===== src/rtl/instr_fetch_queue.sv =====
// Prefetching instruction fetch stage. It issues sequential word fetches to a multi-cycle imem,
// buffers the in-order responses in a FIFO, and hands {instruction, pc} to the core over valid/ready.
module instr_fetch_queue #(
   parameter int          DEPTH           = 4,
   parameter int          MAX_OUTSTANDING = 2,
   parameter logic [31:0] RESET_PC        = 32'h0
) (
   input  logic        clock,
   input  logic        reset,
   input  logic        redirect,
   input  logic [31:0] redirect_pc,
   output logic        imem_req,
   output logic [31:0] imem_addr,
   input  logic        imem_gnt,
   input  logic        imem_rvalid,
   input  logic [31:0] imem_rdata,
   output logic        instr_valid,
   output logic [31:0] instruction,
   output logic [31:0] instr_pc,
   input  logic        instr_ready
);

   localparam int PW = (DEPTH > 2) ? $clog2(DEPTH) : 1;
   localparam int CW = $clog2(DEPTH + 1);
   localparam int OW = $clog2(MAX_OUTSTANDING + 1);

   logic [31:0]   r_fetch_pc;
   logic [31:0]   r_resp_pc;
   logic [CW-1:0] r_count;
   logic [OW-1:0] r_outstanding;
   logic [OW-1:0] r_drop;
   logic [PW-1:0] r_rd_ptr;
   logic [PW-1:0] r_wr_ptr;
   logic [63:0]   r_mem [DEPTH];

   logic [31:0]   w_redirect_pc;
   logic [CW:0]   w_in_use;
   logic          w_grant;
   logic          w_resp;
   logic          w_push;
   logic          w_pop;
   logic [63:0]   w_head;

   assign w_redirect_pc = redirect_pc & ~32'h3;

   // In-flight requests count against FIFO space so that every response has a slot waiting for it.
   assign w_in_use = {1'b0, r_count} + (CW+1)'(r_outstanding);

   assign imem_req  = reset & ~redirect
                    & (w_in_use < (CW+1)'(DEPTH))
                    & (r_outstanding < OW'(MAX_OUTSTANDING));
   assign imem_addr = r_fetch_pc;

   assign w_grant = imem_req & imem_gnt;
   assign w_resp  = imem_rvalid & (r_outstanding != '0);
   assign w_push  = w_resp & (r_drop == '0) & ~redirect;
   assign w_pop   = instr_valid & instr_ready;

   assign w_head      = r_mem[r_rd_ptr];
   assign instr_valid = (r_count != '0);
   assign instruction = instr_valid ? w_head[63:32] : 32'h0;
   assign instr_pc    = instr_valid ? w_head[31:0]  : 32'h0;

   // NOTE: sequential state uses <= only, so every process sees the pre-edge values of its peers.
   always_ff @(posedge clock or negedge reset) begin
      if (!reset) begin
         r_fetch_pc    <= RESET_PC;
         r_resp_pc     <= RESET_PC;
         r_count       <= '0;
         r_outstanding <= '0;
         r_drop        <= '0;
         r_rd_ptr      <= '0;
         r_wr_ptr      <= '0;
      end else if (redirect) begin
         // Everything still in flight after this edge belongs to the old stream.
         r_fetch_pc    <= w_redirect_pc;
         r_resp_pc     <= w_redirect_pc;
         r_count       <= '0;
         r_rd_ptr      <= '0;
         r_wr_ptr      <= '0;
         r_outstanding <= r_outstanding - OW'(w_resp);
         r_drop        <= r_outstanding - OW'(w_resp);
      end else begin
         if (w_grant) r_fetch_pc <= r_fetch_pc + 32'd4;
         r_outstanding <= r_outstanding + OW'(w_grant) - OW'(w_resp);
         if (w_resp && (r_drop != '0)) r_drop <= r_drop - OW'(1);
         if (w_push) begin
            r_wr_ptr  <= r_wr_ptr + PW'(1);
            r_resp_pc <= r_resp_pc + 32'd4;
         end
         if (w_pop) r_rd_ptr <= r_rd_ptr + PW'(1);
         r_count <= r_count + CW'(w_push) - CW'(w_pop);
      end
   end

   // NOTE: the storage array has no reset; empty-state outputs are masked by instr_valid instead.
   always_ff @(posedge clock) begin
      if (w_push) r_mem[r_wr_ptr] <= {imem_rdata, r_resp_pc};
   end

endmodule


===== config.mk =====
export PLATFORM = sky130hd
export DESIGN_NAME = instr_fetch_queue
export DESIGN_NICKNAME = d
export VERILOG_FILES = /design/src/rtl/instr_fetch_queue.sv
export SDC_FILE = /design/constraint.sdc
export NUM_CORES = 1
export LEC_CHECK = 0
export CAP_MARGIN = 20
export CORE_UTILIZATION = 60
export CTS_BUF_LIST = sky130_fd_sc_hd__clkbuf_2 sky130_fd_sc_hd__clkbuf_4 sky130_fd_sc_hd__clkbuf_8
export CTS_CLUSTER_DIAMETER = 120
export DETAILED_ROUTE_END_ITERATION = 12
export HOLD_SLACK_MARGIN = 0.06
export MAX_ROUTING_LAYER = met4
export PLACE_DENSITY = 0.85
export SETUP_SLACK_MARGIN = 0.5
export SLEW_MARGIN = 20
export SYNTH_ARGS = -nofsm -noshare
export SYNTH_HDL_FRONTEND = slang
export SYNTH_SLANG_ARGS = --single-unit
export TNS_END_PERCENT = 100

===== constraint.sdc =====
create_clock -name clock -period 8.45 [get_ports clock]
set_input_delay 2.535 -clock clock [delete_from_list [all_inputs] [get_ports clock]]
set_output_delay 2.535 -clock clock [all_outputs]
set_load 0.05 [all_outputs]

==> results.txt <==
----------------------------------------------------
[Pwr]
  Static leakage ... 5.52 nW
  Maximum resistive drop on vdd ... 0.000177 V
  Internal power of the cells ... 3.02 mW
  Areal power density over the cells ... 288 nW/um2
  Switching portion of total power ... 35.3%
  Part of the power in registers ... 41.1%
  Net load switching power ... 1.65 mW
  Proportion of power drawn by combinational gates ... 34.1%
  Clock network power share ... 24.8%

[Status]
  Result of the run ... complete, no violations

[CTS]
  Insertion delay of the later-clocked pin in the worst-skew pair ... 0.54 ns
  Number of H-tree branching levels ... 2
  CTS max path bufs ... 3
  Hold buffer count at CTS ... 0
  Count of instances resized after the clock tree is built ... 0
  Setup fix buffers added after clock tree synthesis ... 0
  TritonCTS buffer count ... 48
  Number of sinks driven by the clock tree ... 319
  Clock transition time at the flip-flop clock pins of the worst setup and hold paths ... 0.06 ns
  Master cell of the clock root buffer ... sky130_fd_sc_hd__clkbuf_8
  TritonCTS clock tree ... built

[Synth]
  Commonest cells in the synthesized netlist ... 248 x sky130_fd_sc_hd__edfxtp_1, 71 x sky130_fd_sc_hd__and2_1, 71 x sky130_fd_sc_hd__dfrtp_1
  Post-synthesis instance area ... 13500 um2
  Number of enable-type register cells in the synthesized netlist ... 248
  Synthesis Warnings ... 0
  Share of synthesized flip-flops with an asynchronous set or reset ... 22.3%
  Largest area contributor in the netlist ... sky130_fd_sc_hd__edfxtp_1
  Cell with the most instances after synthesis ... sky130_fd_sc_hd__edfxtp_1
  Synthesized instance count ... 840
  Average size of a mapped cell ... 16.0 um2
  Cells taking the most area after synthesis ... sky130_fd_sc_hd__edfxtp_1 55%, sky130_fd_sc_hd__dfrtp_1 13%, sky130_fd_sc_hd__mux4_2 10%
  Number of different library cells in the post-synthesis netlist ... 46
  Part of the Yosys area used for sequential elements ... 68.5%
  Synthesis-stage register bit count ... 319
  Ys flop type ... sky130_fd_sc_hd__edfxtp_1
  Area share of the largest cell type after synthesis ... 55.3%

[Layout]
  P&R area growth vs syn ... 20.3%
  Multi-input combinational cell area ... 4000 um2
  Fraction of layout instances using a drive strength above 1 ... 16.1%
  Register area ... 9230 um2
  Number of fillers in the final layout ... 1386
  Count of inserted antenna diode cells ... 0
  Layout Nets ... 1105

[Routing]
  Number of vias per cell after detailed routing ... 5.91
  Post-route ant nets ... 0
  Detailed router's first-iteration violation count ... 659
  Detailed-route DRC error count ... 0
  Wire length on met1 ... 11200 um
  Top layer reached by signal wires ... met4
  Average detailed-routed wire length per instance ... 19.7 um
  Via Count ... 7913
  Total length of routed wires ... 26400 um
  Routed length on met3 ... 2050 um
  Sum of met2 wire segment lengths after detailed routing ... 12600 um
  Number of iterations in the first detailed-routing pass ... 5

[Worst hold path]
  Hold_sp ... imem_addr[29]$_DFFE_PN0P_
  Classification of the worst-slack hold path ... reg -> reg
  Hold path endpoint ... imem_addr[29]$_DFFE_PN0P_
  Worst hold stages ... 1

[Worst setup path]
  Type of origin of the critical path ... input port
  Sort of element at the end of the critical path ... output pin
  Biggest fanout along the worst timing path ... 16
  Category of the critical setup timing path ... in -> out
  Crit path required time ... 5.92 ns
  CP Data Arrival Time ... 4.54 ns
  RR Endpoint ... r_outstanding[1]$_DFF_PN0_
  Worst R2R Setup Slack ... 5.01 ns
  Startpoint of the most critical register-to-register path ... r_outstanding[1]$_DFF_PN0_
  Worst-case reg-to-reg path depth ... 10

[Timing]
  Final number of setup-violating endpoints ... 0
  Final critical-path required period ... 7.07 ns
  Relative max-transition margin ... 29.1%
  Upper clock frequency limit ... 0.141 GHz
  Final count of pins violating max slew ... 0
  Setup TNS ... 0 ns
  Worst setup margin ... 1.38 ns
  Unrepaired setup endpoints after global routing ... no
  Final Hold Viols ... 0
  Transition time at the pin with the least slew margin ... 1.06 ns
  Portion of the clock cycle consumed by the worst path in the final layout ... 83.7%
  Largest clock skew in the final design ... 0.0209 ns

[GRT]
  Number of antenna violations at the first check in global routing ... 0
  All-Layer GR Usage ... 24.5%
  Maximum number of pins on one net before global-route repair ... 65
  Global-route wire length before repair ... 41500 um
  Total grt overflow ... 0
  Number of global-route vias before repair ... 8049

[Flow run]
  Count of max-cap constraint violations ... 0

[Placement]
  Total half-perimeter wirelength after legalization and detailed placement ... 16600 um
  Routability Congestion ... 0.906
  Total of buffers placed on input and output ports ... 161
  Worst slack after detailed placement ... 1.36 ns

[Floorplanning]
  Site row count ... 54
  Core footprint ... 21900 um2
  Ports ... 168
  Die outline width ... 152 um
  Die height ... 152 um
  Die Footprint ... 23000 um2
  Initial standard-cell utilization of the core ... 61.5%

----------------------------------------------------
-- registers in the layout (all words and copies together), names as in the netlist --
name           flops
r_mem            248
imem_addr         30
r_resp_pc         30
r_count            3
r_drop             2
r_outstanding      2
r_rd_ptr           2
r_wr_ptr           2
-- layout make-up --
class / count / share of cell area [%]
flip-flops and latches: 319 / 57.0
multi-input cells: 465 / 24.7
repair buffers: 169 / 10.3
clock buffers: 57 / 4.54
well taps: 280 / 2.16
clock inverters: 30 / 0.927
inverters: 18 / 0.417
-- metal layers --
layer | GRT usage (%) | vias to the layer above
li1 | - | 3594
met5 | - | -
met2 | 37.8 | 358
met1 | 33.7 | 3919
met4 | 7.43 | 0
met3 | 4.58 | 42
-- power by group through the flow --
stage,registers [mW],clock network (mW),logic (mW)
global route,1.94,1.25,1.69
detailed placement,1.95,0,1.60
floorplan,1.93,0,1.12
finish,1.92,1.16,1.59
CTS,1.92,1.19,1.61
global placement,1.95,0,1.58
-- critical path, cell delays in order --
cell	delay (ns)
sky130_fd_sc_hd__buf_2	0.36
sky130_fd_sc_hd__or4b_4	0.54
sky130_fd_sc_hd__nor3_1	0.25
sky130_fd_sc_hd__clkdlybuf4s50_1	0.85
-- how the worst max path moves through the flow --
stage              from  endpoint  slack [ns]  cells after the start
6_report          reset  imem_req        1.38                      4
3_5_place_dp      reset  imem_req        1.36                      4
2_1_floorplan  redirect  imem_req        1.56                      3
4_1_cts           reset  imem_req        1.34                      4
5_1_grt           reset  imem_req        1.25                      4
3_3_place_gp      reset  imem_req        1.36                      4
-- cells in the final DEF (no fill, tap or decap), types with 7 or more instances in the layout --
cell | Yosys | layout
sky130_fd_sc_hd__ha_1 | 13 | 13
sky130_fd_sc_hd__dfrtp_1 | 71 | 69
sky130_fd_sc_hd__nand2_1 | 51 | 51
sky130_fd_sc_hd__edfxtp_1 | 248 | 248
sky130_fd_sc_hd__nand3_1 | 36 | 36
sky130_fd_sc_hd__inv_1 | 17 | 17
sky130_fd_sc_hd__mux4_2 | 62 | 62
sky130_fd_sc_hd__clkinv_1 | 0 | 20
sky130_fd_sc_hd__xor2_1 | 16 | 16
sky130_fd_sc_hd__and2_1 | 71 | 67
sky130_fd_sc_hd__nor2_1 | 27 | 27
sky130_fd_sc_hd__xnor2_1 | 26 | 26
sky130_fd_sc_hd__and3_1 | 11 | 11
sky130_fd_sc_hd__o21ai_0 | 37 | 37
sky130_fd_sc_hd__clkbuf_8 | 0 | 49
sky130_fd_sc_hd__mux2_2 | 14 | 14
sky130_fd_sc_hd__clkdlybuf4s50_1 | 0 | 159
sky130_fd_sc_hd__clkinv_2 | 0 | 9
sky130_fd_sc_hd__a31oi_1 | 7 | 7
sky130_fd_sc_hd__nand4_1 | 18 | 18
sky130_fd_sc_hd__clkbuf_4 | 0 | 8
sky130_fd_sc_hd__a21oi_1 | 10 | 10
sky130_fd_sc_hd__o211ai_1 | 14 | 14
sky130_fd_sc_hd__buf_4 | 4 | 8
-- cell families after synthesis --
kind of cell,after synthesis,synth area share [%]
other cells,1,0.0279
compound gates,77,3.45
fa+ha+maj,14,1.36
mux,79,11.8
simple gates,249,10.2
flops,319,68.5
buf+inv,59,1.88
xor+xnor,42,2.73
-- per-stage QoR --
| stage | util [%] | power (mW) | hold slack [ns] | cell area (um2) | cells |
|---|---|---|---|---|---|
| after floorplan | - | 3.05 | 0.494 | 13500 | 843 |
| after global placement | 69.9 | 3.53 | 0.543 | 15300 | 1251 |
| after detailed placement | 69.9 | 3.55 | 0.554 | 15300 | 1251 |
| after CTS | 74.0 | 4.71 | 0.574 | 16200 | 1338 |
| after global routing | 74.0 | 4.88 | 0.612 | 16200 | 1338 |
| final | 74.0 | 4.67 | 0.575 | 16200 | 1338 |
No activity file was read; power rests on OpenSTA's default activity.
